<file path="src/rtl/core_key_collector.sv">
// Round-robin collector of candidate keys from parallel RC4 cores.
// Accepted {key, core index} pairs queue in a small FWFT FIFO that drains downstream.
module core_key_collector #(
  parameter int RAM_WIDTH     = 8,
  parameter int KEY_LENGTH    = 3,
  parameter int NUM_CORES     = 4,
  parameter int LOG_NUM_CORES = 2,
  parameter int FIFO_DEPTH    = 4,
  parameter int STOP_ON_FIRST = 0
) (
  input  logic                                       clk,
  input  logic                                       reset,
  input  logic                                       enable,
  input  logic [NUM_CORES-1:0]                       req,
  input  logic [NUM_CORES-1:0][RAM_WIDTH*KEY_LENGTH-1:0] keys,
  output logic [NUM_CORES-1:0]                       grant,
  output logic                                       out_valid,
  input  logic                                       out_ready,
  output logic [RAM_WIDTH*KEY_LENGTH-1:0]            out_key,
  output logic [LOG_NUM_CORES-1:0]                   out_core,
  output logic [$clog2(FIFO_DEPTH):0]                count,
  output logic                                       halted
);

  localparam int KW = RAM_WIDTH * KEY_LENGTH;
  localparam int PW = $clog2(FIFO_DEPTH);
  localparam int CW = $clog2(FIFO_DEPTH) + 1;

  logic [KW-1:0]            mem_key  [FIFO_DEPTH];
  logic [LOG_NUM_CORES-1:0] mem_core [FIFO_DEPTH];
  logic [PW-1:0]            wr_ptr, rd_ptr;
  logic [LOG_NUM_CORES-1:0] rr_ptr;

  logic                     found;
  logic [LOG_NUM_CORES-1:0] sel;
  int                       idx;
  logic [LOG_NUM_CORES-1:0] idx_l;
  logic                     full, accept, pop;

  // Scan from rr_ptr upward with an explicit modulo so non-power-of-2 core counts wrap.
  always_comb begin
    found = 1'b0;
    sel   = '0;
    idx   = 0;
    idx_l = '0;
    for (int k = 0; k < NUM_CORES; k++) begin
      idx = int'(rr_ptr) + k;
      if (idx >= NUM_CORES) idx = idx - NUM_CORES;
      idx_l = LOG_NUM_CORES'(idx);
      if (!found && req[idx_l]) begin
        found = 1'b1;
        sel   = idx_l;
      end
    end
  end

  // Handshake: the head transfers on any rising edge where out_valid and out_ready
  // are both high; out_valid never depends on out_ready.
  assign full      = (count == CW'(FIFO_DEPTH));
  assign accept    = !reset && enable && !full && !halted && found;
  assign out_valid = (count != '0);
  assign pop       = out_valid && out_ready;
  assign out_key   = mem_key[rd_ptr];
  assign out_core  = mem_core[rd_ptr];

  always_comb begin
    grant = '0;
    if (accept) grant[sel] = 1'b1;
  end

  always_ff @(posedge clk) begin
    if (reset) begin
      wr_ptr <= '0;
      rd_ptr <= '0;
      count  <= '0;
      rr_ptr <= '0;
      halted <= 1'b0;
      for (int i = 0; i < FIFO_DEPTH; i++) begin
        mem_key[i]  <= '0;
        mem_core[i] <= '0;
      end
    end else begin
      if (accept) begin
        mem_key[wr_ptr]  <= keys[sel];
        mem_core[wr_ptr] <= sel;
        wr_ptr           <= wr_ptr + 1'b1;
        rr_ptr           <= (sel == LOG_NUM_CORES'(NUM_CORES - 1)) ? '0 : sel + 1'b1;
        if (STOP_ON_FIRST != 0) halted <= 1'b1;
      end
      if (pop) rd_ptr <= rd_ptr + 1'b1;
      case ({accept, pop})
        2'b10:   count <= count + 1'b1;
        2'b01:   count <= count - 1'b1;
        default: count <= count;
      endcase
    end
  end

endmodule

</file>
<file path="config.mk">
export PLATFORM = sky130hd
export DESIGN_NAME = core_key_collector
export DESIGN_NICKNAME = d
export VERILOG_FILES = /design/src/rtl/core_key_collector.sv
export SDC_FILE = /design/constraint.sdc
export NUM_CORES = 1
export LEC_CHECK = 0
export BUFFER_PORTS_ARGS = -buffer_cell sky130_fd_sc_hd__buf_2
export CORE_MARGIN = 2
export CORE_UTILIZATION = 35
export CTS_BUF_LIST = sky130_fd_sc_hd__clkbuf_4 sky130_fd_sc_hd__clkbuf_8
export DETAILED_ROUTE_END_ITERATION = 8
export GPL_TIMING_DRIVEN = 0
export PLACE_DENSITY = 0.54
export SLEW_MARGIN = 15
export SYNTH_ARGS = -nofsm -noshare
export SYNTH_HDL_FRONTEND = slang
export SYNTH_SLANG_ARGS = --single-unit
</file>
<file path="constraint.sdc">
create_clock -name clk -period 6.4 [get_ports clk]
set_clock_uncertainty 0.15 [all_clocks]
set_input_delay 0 -clock clk [delete_from_list [all_inputs] [get_ports clk]]
set_output_delay 0 -clock clk [all_outputs]
set_load 0.02 [all_outputs]
</file>
==> metrics, run 1 <==
outcome=finished, final reports clean; post-synthesis mux area share=0.201; Detailed Place HPWL=approximately 11 mm; Max Freq=just over 300 MHz; Setup TNS Final=0 ps; Synth Warn #=0; Max Cap Viol=0; Least-Margin Pin Slew=819 ps; RSZ-0062 raised after global routing=no; DR iter-0 viols=457; wirelength, routed=18.1 mm; vias in the first global route=5101; hold-critical path endpoint=rr_ptr[1]$_SDFFE_PP0P_; WL per Instance=19.6 µm; largest net degree at the start of global routing=27; total number of vias=4886; area grow syn2layout=44.2%; GRT overflow=0; share of post-route cells with drive strength above 1=0.421; Initial Util=0.354; H-Tree Depth=4; P_leak=3.41 nW; commonest non-fill, non-tap cell in the layout=buf_2; DP Area=7070 µm²; clk root buf=clkbuf_8; WHS Path Cells=6; GP Congestion=0.769; max-slew violation count=0; CTS sink cnt=115; met3 WL=1.38 mm; chip height=135 µm; Worst R2R Start=rr_ptr[1]$_SDFFE_PP0P_; reg-to-reg endpoint=mem_key[0][23]$_SDFFCE_PN0P_; kind of critical path=flip-flop to flip-flop; Routed Antenna Nets=0; DRT Pass-1 Iters=5; main combinational cell family by area after synthesis=multiplexers; I/O pin count=139; first-pass GRT wire length=27.3 mm; CP Data Required Time=6450 ps; # placed instances=767; crit end category=flip-flop; port bufs=about 140; minimum clock period=3250 ps; R2R setup slack=3150 ps; Final Cycle Share=0.508; sequential area share after synthesis=0.554; VDD IR-drop max=169 µV; met1 wire length=7.12 mm; XOR/XNOR share of the synthesized area=0.00726; Rel. slew slack=0.454; DP Worst Slack=3830 ps; synthesized flop and latch total=between 100 and 150; overall power=0.00242 W; core area=17100 µm²; post-route insts no fill=925; Worst Hold Class=input pin to flip-flop; Fin. Hold Viols=0; gr usage total=0.204; clock tree buffer depth=2; Reg clk slew, reported paths=60 ps; WP data arrival=3300 ps; initial antenna violation count=0; Pwr per Cell Area=around 280 nW/µm²; post-cts sizing count=0; Yosys cell types=42; vias per inst=~5.3; launch point of the worst hold path=req[2]; Final setup viols=0; Reg2Reg Depth=9; syn_nets=513; chip width=approximately 140 µm; Syn Area/Cell=between 10 and 15 µm²; drt drc=0; most frequent cells in the layout=buf_2, dlygate4sd3_1, edfxtp_1, o22ai_1, mux2i_2; Compound-Gate Fraction of Synth Area=0.134; die area=18300 µm²; Nets=797; met2 routed WL=9.12 mm; largest fanout on the critical path=10; synthesized instance count=403; CTS buffer count=17; top sig layer=met4; row cnt=48; setup repair bufs after CTS=0; CTS tree=built; simple-gate share of the synthesized area=0.0481; Worst Setup Start Kind=flip-flop; Design Area, Final=8700 µm²; diode count=0; worst-skew pair later-pin latency=between 400 and 500 ps; post-synthesis adder-cell area fraction=0.0137; Post-Synthesis Cell Area=6030 µm²; slack of the critical path=between 3000 and 4000 ps
-- stage by stage --
stage / util / hold WS [ps]
3_5_place_dp: 0.414 / 239
4_1_cts: 0.510 / 248
6_report: 0.510 / 265
3_3_place_gp: 0.410 / 220
2_1_floorplan: - / 23.6
5_1_grt: 0.510 / 321
-- power by group --
group	internal, W	total, W	switching, W
registers	0.000911	0.000940	0.0000297
logic	0.000390	0.000838	0.000448
clock network	0.000359	0.000641	0.000281
-- cell families (layout without fill, tap and decap cells) --
family,after synthesis,count (layout)
flops,115,115
compound gates,109,109
other cells,1,1
simple gates,49,49
xor+xnor,5,5
buf+inv,44,341
mux,74,74
fa+ha+maj,6,6
-- area by class of cell --
cell class	instances	area, µm²
Fill cell	1497	8360
Sequential cell	115	3340
Tap cell	225	282
Buffer	32	201
Clock inverter	5	52.6
Multi-Input combinational cell	244	2450
Clock buffer	27	322
Inverter	12	45.0
Timing Repair Buffer	265	2000
-- layer usage --
layer / vias to the layer above / GRT usage
met5: - / 0
met4: 0 / 0.0862
met3: 35 / 0.0382
met2: 252 / 0.354
met1: 2380 / 0.250
li1: 2219 / -
-- synthesized netlist by cell type (all sizes together) --
master / number / area share
ha: 5 / 0.010
a21oi: 7 / 0.0058
nand3: 3 / 0.0041
dfxtp: 11 / 0.036
xor2: 3 / 0.0044
or2: 2 / 0.0021
nand2: 12 / 0.0083
clkbuf: 5 / 0.0031
buf: 27 / 0.030
inv: 12 / 0.0075
a211oi: 1 / 0.0033
or3: 2 / 0.0021
xnor2: 2 / 0.0029
nor3: 2 / 0.0035
nor4b: 1 / 0.0039
nor2b: 1 / 0.0010
o22a: 1 / 0.0015
nand2b: 4 / 0.0041
nor4: 1 / 0.0010
and2: 6 / 0.0062
nor2: 14 / 0.010
fa: 1 / 0.0033
mux2i: 48 / 0.10
o22ai: 97 / 0.12
o21ai: 1 / 0.00083
a21o: 1 / 0.0012
nor3b: 1 / 0.0012
mux4: 26 / 0.097
a311oi: 1 / 0.0015
conb: 1 / 0.00062
edfxtp: 104 / 0.52
-- worst max-delay path, stage by stage (launching register included) --
cell           delay, ps
dfxtp_1              380
a21o_1               180
a21oi_1              140
o22a_1               150
buf_4                170
buf_6                250
mux2i_2              260
dlygate4sd3_1        680
o22ai_2               80
dlygate4sd3_1        560
-- how the worst max path moves through the flow --
stage / start / to / slack, ps
floorplan: count[0]$_SDFFE_PP0P_ / mem_core[3][0]$_DFFE_PP_ / 3530
global route: rr_ptr[1]$_SDFFE_PP0P_ / mem_key[2][5]$_SDFFCE_PN0P_ / 3040
detailed placement: count[2]$_SDFFE_PP0P_ / count[2]$_SDFFE_PP0P_ / 3830
finish: rr_ptr[1]$_SDFFE_PP0P_ / mem_key[0][23]$_SDFFCE_PN0P_ / 3150
global placement: count[0]$_SDFFE_PP0P_ / mem_key[3][6]$_DFFE_PP_ / 2520
CTS: rr_ptr[1]$_SDFFE_PP0P_ / mem_key[0][15]$_SDFFCE_PN0P_ / 3170
-- what timing repair did --
action,4_1_cts,5_1_grt
endpoints found under the hold margin,107,0
hold buffers,126,0
endpoints found under the setup margin,0,0
-- flip-flops by register name, indices dropped and copies added, names as in the netlist, named ones only --
signal and cells:
mem_core 8, count 3, rd_ptr 2, wr_ptr 2
mem_key 96, rr_ptr 2
Power figures use the tool's default switching activity.
==> run 2, diff against run 1 <==
--- a/config.mk
+++ b/config.mk
@@ -11,7 +11,7 @@
 export CTS_BUF_LIST = sky130_fd_sc_hd__clkbuf_4 sky130_fd_sc_hd__clkbuf_8
 export DETAILED_ROUTE_END_ITERATION = 8
 export GPL_TIMING_DRIVEN = 0
-export PLACE_DENSITY = 0.54
+export PLACE_DENSITY = 0.56
 export SLEW_MARGIN = 15
 export SYNTH_ARGS = -nofsm -noshare
 export SYNTH_HDL_FRONTEND = slang
==> constraint.sdc (replaced) <==
create_clock -name clk -period 2.95 [get_ports clk]
set_clock_uncertainty 0.15 [all_clocks]
set_input_delay 0 -clock clk [delete_from_list [all_inputs] [get_ports clk]]
set_output_delay 0 -clock clk [all_outputs]
set_load 0.02 [all_outputs]
==> run 2 against run 1 <==
Effect of this change: worst hold slack worse by 3.7 ps; utilization shrank 1.4 points; setup slack got worse by 3000 ps; via count shrank 1.5%; clock power up 110%; global-route usage is 0.63 points lower; power is 110% higher; clock-buffer cell count shrank 9; die area did not move; critical path type unchanged; critical endpoint is now mem_key[3][15]$_DFFE_PP_.
==> metrics, run 2 (synthesized netlist as in run 1, its figures left out) <==
Worst R2R Start=rr_ptr[1]$_SDFFE_PP0P_; WP data arrival=2840 ps (-460 ps); Least-Margin Pin Slew=823 ps (+4.57 ps); CTS buffer count=17 (unchanged); Fin. Hold Viols=0 (unchanged); largest net degree at the start of global routing=27 (unchanged); drt drc=0 (unchanged); P_leak=3.24 nW (-4.9%); clk root buf=clkbuf_8; commonest non-fill, non-tap cell in the layout=buf_2; largest fanout on the critical path=10 (unchanged); first-pass GRT wire length=26.8 mm (-1.6%); vias in the first global route=5026 (-1.5%); launch point of the worst hold path=req[2]; Regs by FF count=mem_key: 96 flops, mem_core: 8 flops, count: 3 flops; total number of vias=4811 (-1.5%); critical-path cell list=a21o_1, a21oi_1, o22a_1, buf_4, buf_6, mux2i_2, dlygate4sd3_1, o22ai_1; H-Tree Depth=4 (unchanged); kind of critical path=flip-flop to flip-flop; clock tree buffer depth=2 (unchanged); RSZ-0062 raised after global routing=no; register share of total power=0.394 (+0.005); chip height=135 µm (unchanged); NetSw=0.00166 W (+120%); Detailed Place HPWL=11.3 mm (+0.32%); vias per inst=5.33 (+0.86%); GRT overflow=0 (unchanged); I/O pin count=139 (unchanged); die area=18300 µm² (unchanged); largest register by flop count=mem_key; gr usage total=0.198 (-0.00626); Reg2Reg Depth=8 (-1); worst-skew pair later-pin latency=440 ps (about the same); outcome=finished, final reports clean; Final Cycle Share=0.959 (+0.451); area grow syn2layout=40.2%; core area=17100 µm² (unchanged); WL per Instance=19.6 µm (about the same); Worst Setup Start Kind=flip-flop; Routed Antenna Nets=0 (unchanged); overall power=0.00518 W (+110%); max-slew violation count=0 (unchanged); most frequent cells in the layout=buf_2, dlygate4sd3_1, edfxtp_1, o22ai_1, mux2i_2; WHS Path Cells=6 (unchanged); Internal=0.00352 W (+110%); hold-critical path endpoint=rr_ptr[1]$_SDFFE_PP0P_; GP Congestion=0.764 (-0.59%); Initial Util=0.354 (unchanged); share of post-route cells with drive strength above 1=0.429 (+0.00777); critical path's slowest cell=dlygate4sd3_1; Rel. slew slack=0.451 (-0.00305); chip width=135 µm (unchanged); Largest register FFs=96 (unchanged); Max Cap Viol=0 (unchanged); CTS sink cnt=115 (unchanged); port bufs=137 (unchanged); Final setup viols=0 (unchanged); Pwr per Cell Area=612 nW/µm² (+120%); Nets=775 (-2.8%); CTS tree=built; CP Launch Point=rr_ptr[1]$_SDFFE_PP0P_; CP Data Required Time=2960 ps (-3490 ps); DR iter-0 viols=410 (-10%); row cnt=48 (unchanged); crit end category=flip-flop; clock network power share=0.264 (about the same); Worst Hold Class=input pin to flip-flop; minimum clock period=2830 ps (-424 ps); initial antenna violation count=0 (unchanged); R2R setup slack=120 ps (-3030 ps); Gate power share=0.342 (-0.005); diode count=0 (unchanged); Setup TNS Final=0 ps (unchanged); DRT Pass-1 Iters=4 (-1); wirelength, routed=17.7 mm (-2.3%); Reg clk slew, reported paths=70 ps (about the same); Max Freq=353 MHz (+15%); Sw Ratio=0.320 (+0.00650); Crit path largest cell delay=700 ps (+20 ps); VDD IR-drop max=380 µV (+130%); reg-to-reg endpoint=mem_key[3][15]$_DFFE_PP_; setup repair bufs after CTS=0 (unchanged)
==> run 2: repair_timing <==
action                                 4_1_cts  5_1_grt
resized for setup                            0        0
hold buffers                               104        0
endpoints found under the hold margin      107        0
==> run 2: power by group through the flow <==
| stage | Sequential (W) | Clock (W) | Combinational (W) |
|---|---|---|---|
| after CTS | 0.00204 | 0.00138 | 0.00178 |
| after detailed placement | 0.00208 | 0 | 0.00163 |
| after floorplan | 0.00207 | 0 | 0.00111 |
| after global routing | 0.00206 | 0.00145 | 0.00189 |
| after global placement | 0.00207 | 0 | 0.00159 |
| final | 0.00204 | 0.00137 | 0.00177 |
==> run 2: how the worst max path moves through the flow <==
stage                                           to  slack [ps]
after floorplan           mem_core[3][0]$_DFFE_PP_          80
after global placement     mem_key[3][7]$_DFFE_PP_        -940
after detailed placement     count[2]$_SDFFE_PP0P_         410
after CTS                 mem_key[3][15]$_DFFE_PP_         180
after global routing      mem_key[3][14]$_DFFE_PP_          30
final                     mem_key[3][15]$_DFFE_PP_         120
==> run 2: stage by stage <==
stage	hold slack (ps)	setup WS [ps]	instances	utilization	instance area (µm²)
after floorplan	23.6	75.2	403	-	6030
final	261	120	903	0.496	8460
after CTS	251	176	903	0.496	8460
after detailed placement	243	414	767	0.414	7060
after global placement	224	-936	765	0.410	7000
after global routing	331	26.6	903	0.496	8460
==> run 2: layout make-up <==
| cell class | count | area (µm²) |
|---|---|---|
| fill | 1492 | 8600 |
| inverter | 12 | 45.0 |
| tap | 225 | 282 |
| sequential | 115 | 3340 |
| clock buffer | 18 | 241 |
| buffer | 32 | 201 |
| timing repair buffer | 243 | 1770 |
| multi-input combinational | 244 | 2450 |
| clock inverter | 14 | 120 |
==> run 2: per-layer routing <==
layer,global-route usage,part of all wire
met1,0.245,0.41
met2,0.345,0.51
met3,0.0363,0.064
met4,0.0735,0.017
met5,0,0
==> run 2: worst max-delay path, delay by kind of cell, from the launching register on <==
family | cells | cell delay [ps]
buffers and inverters | 3 | 1130
flip-flops | 1 | 380
multiplexers | 1 | 290
AO/OA/AOI/OAI | 4 | 590
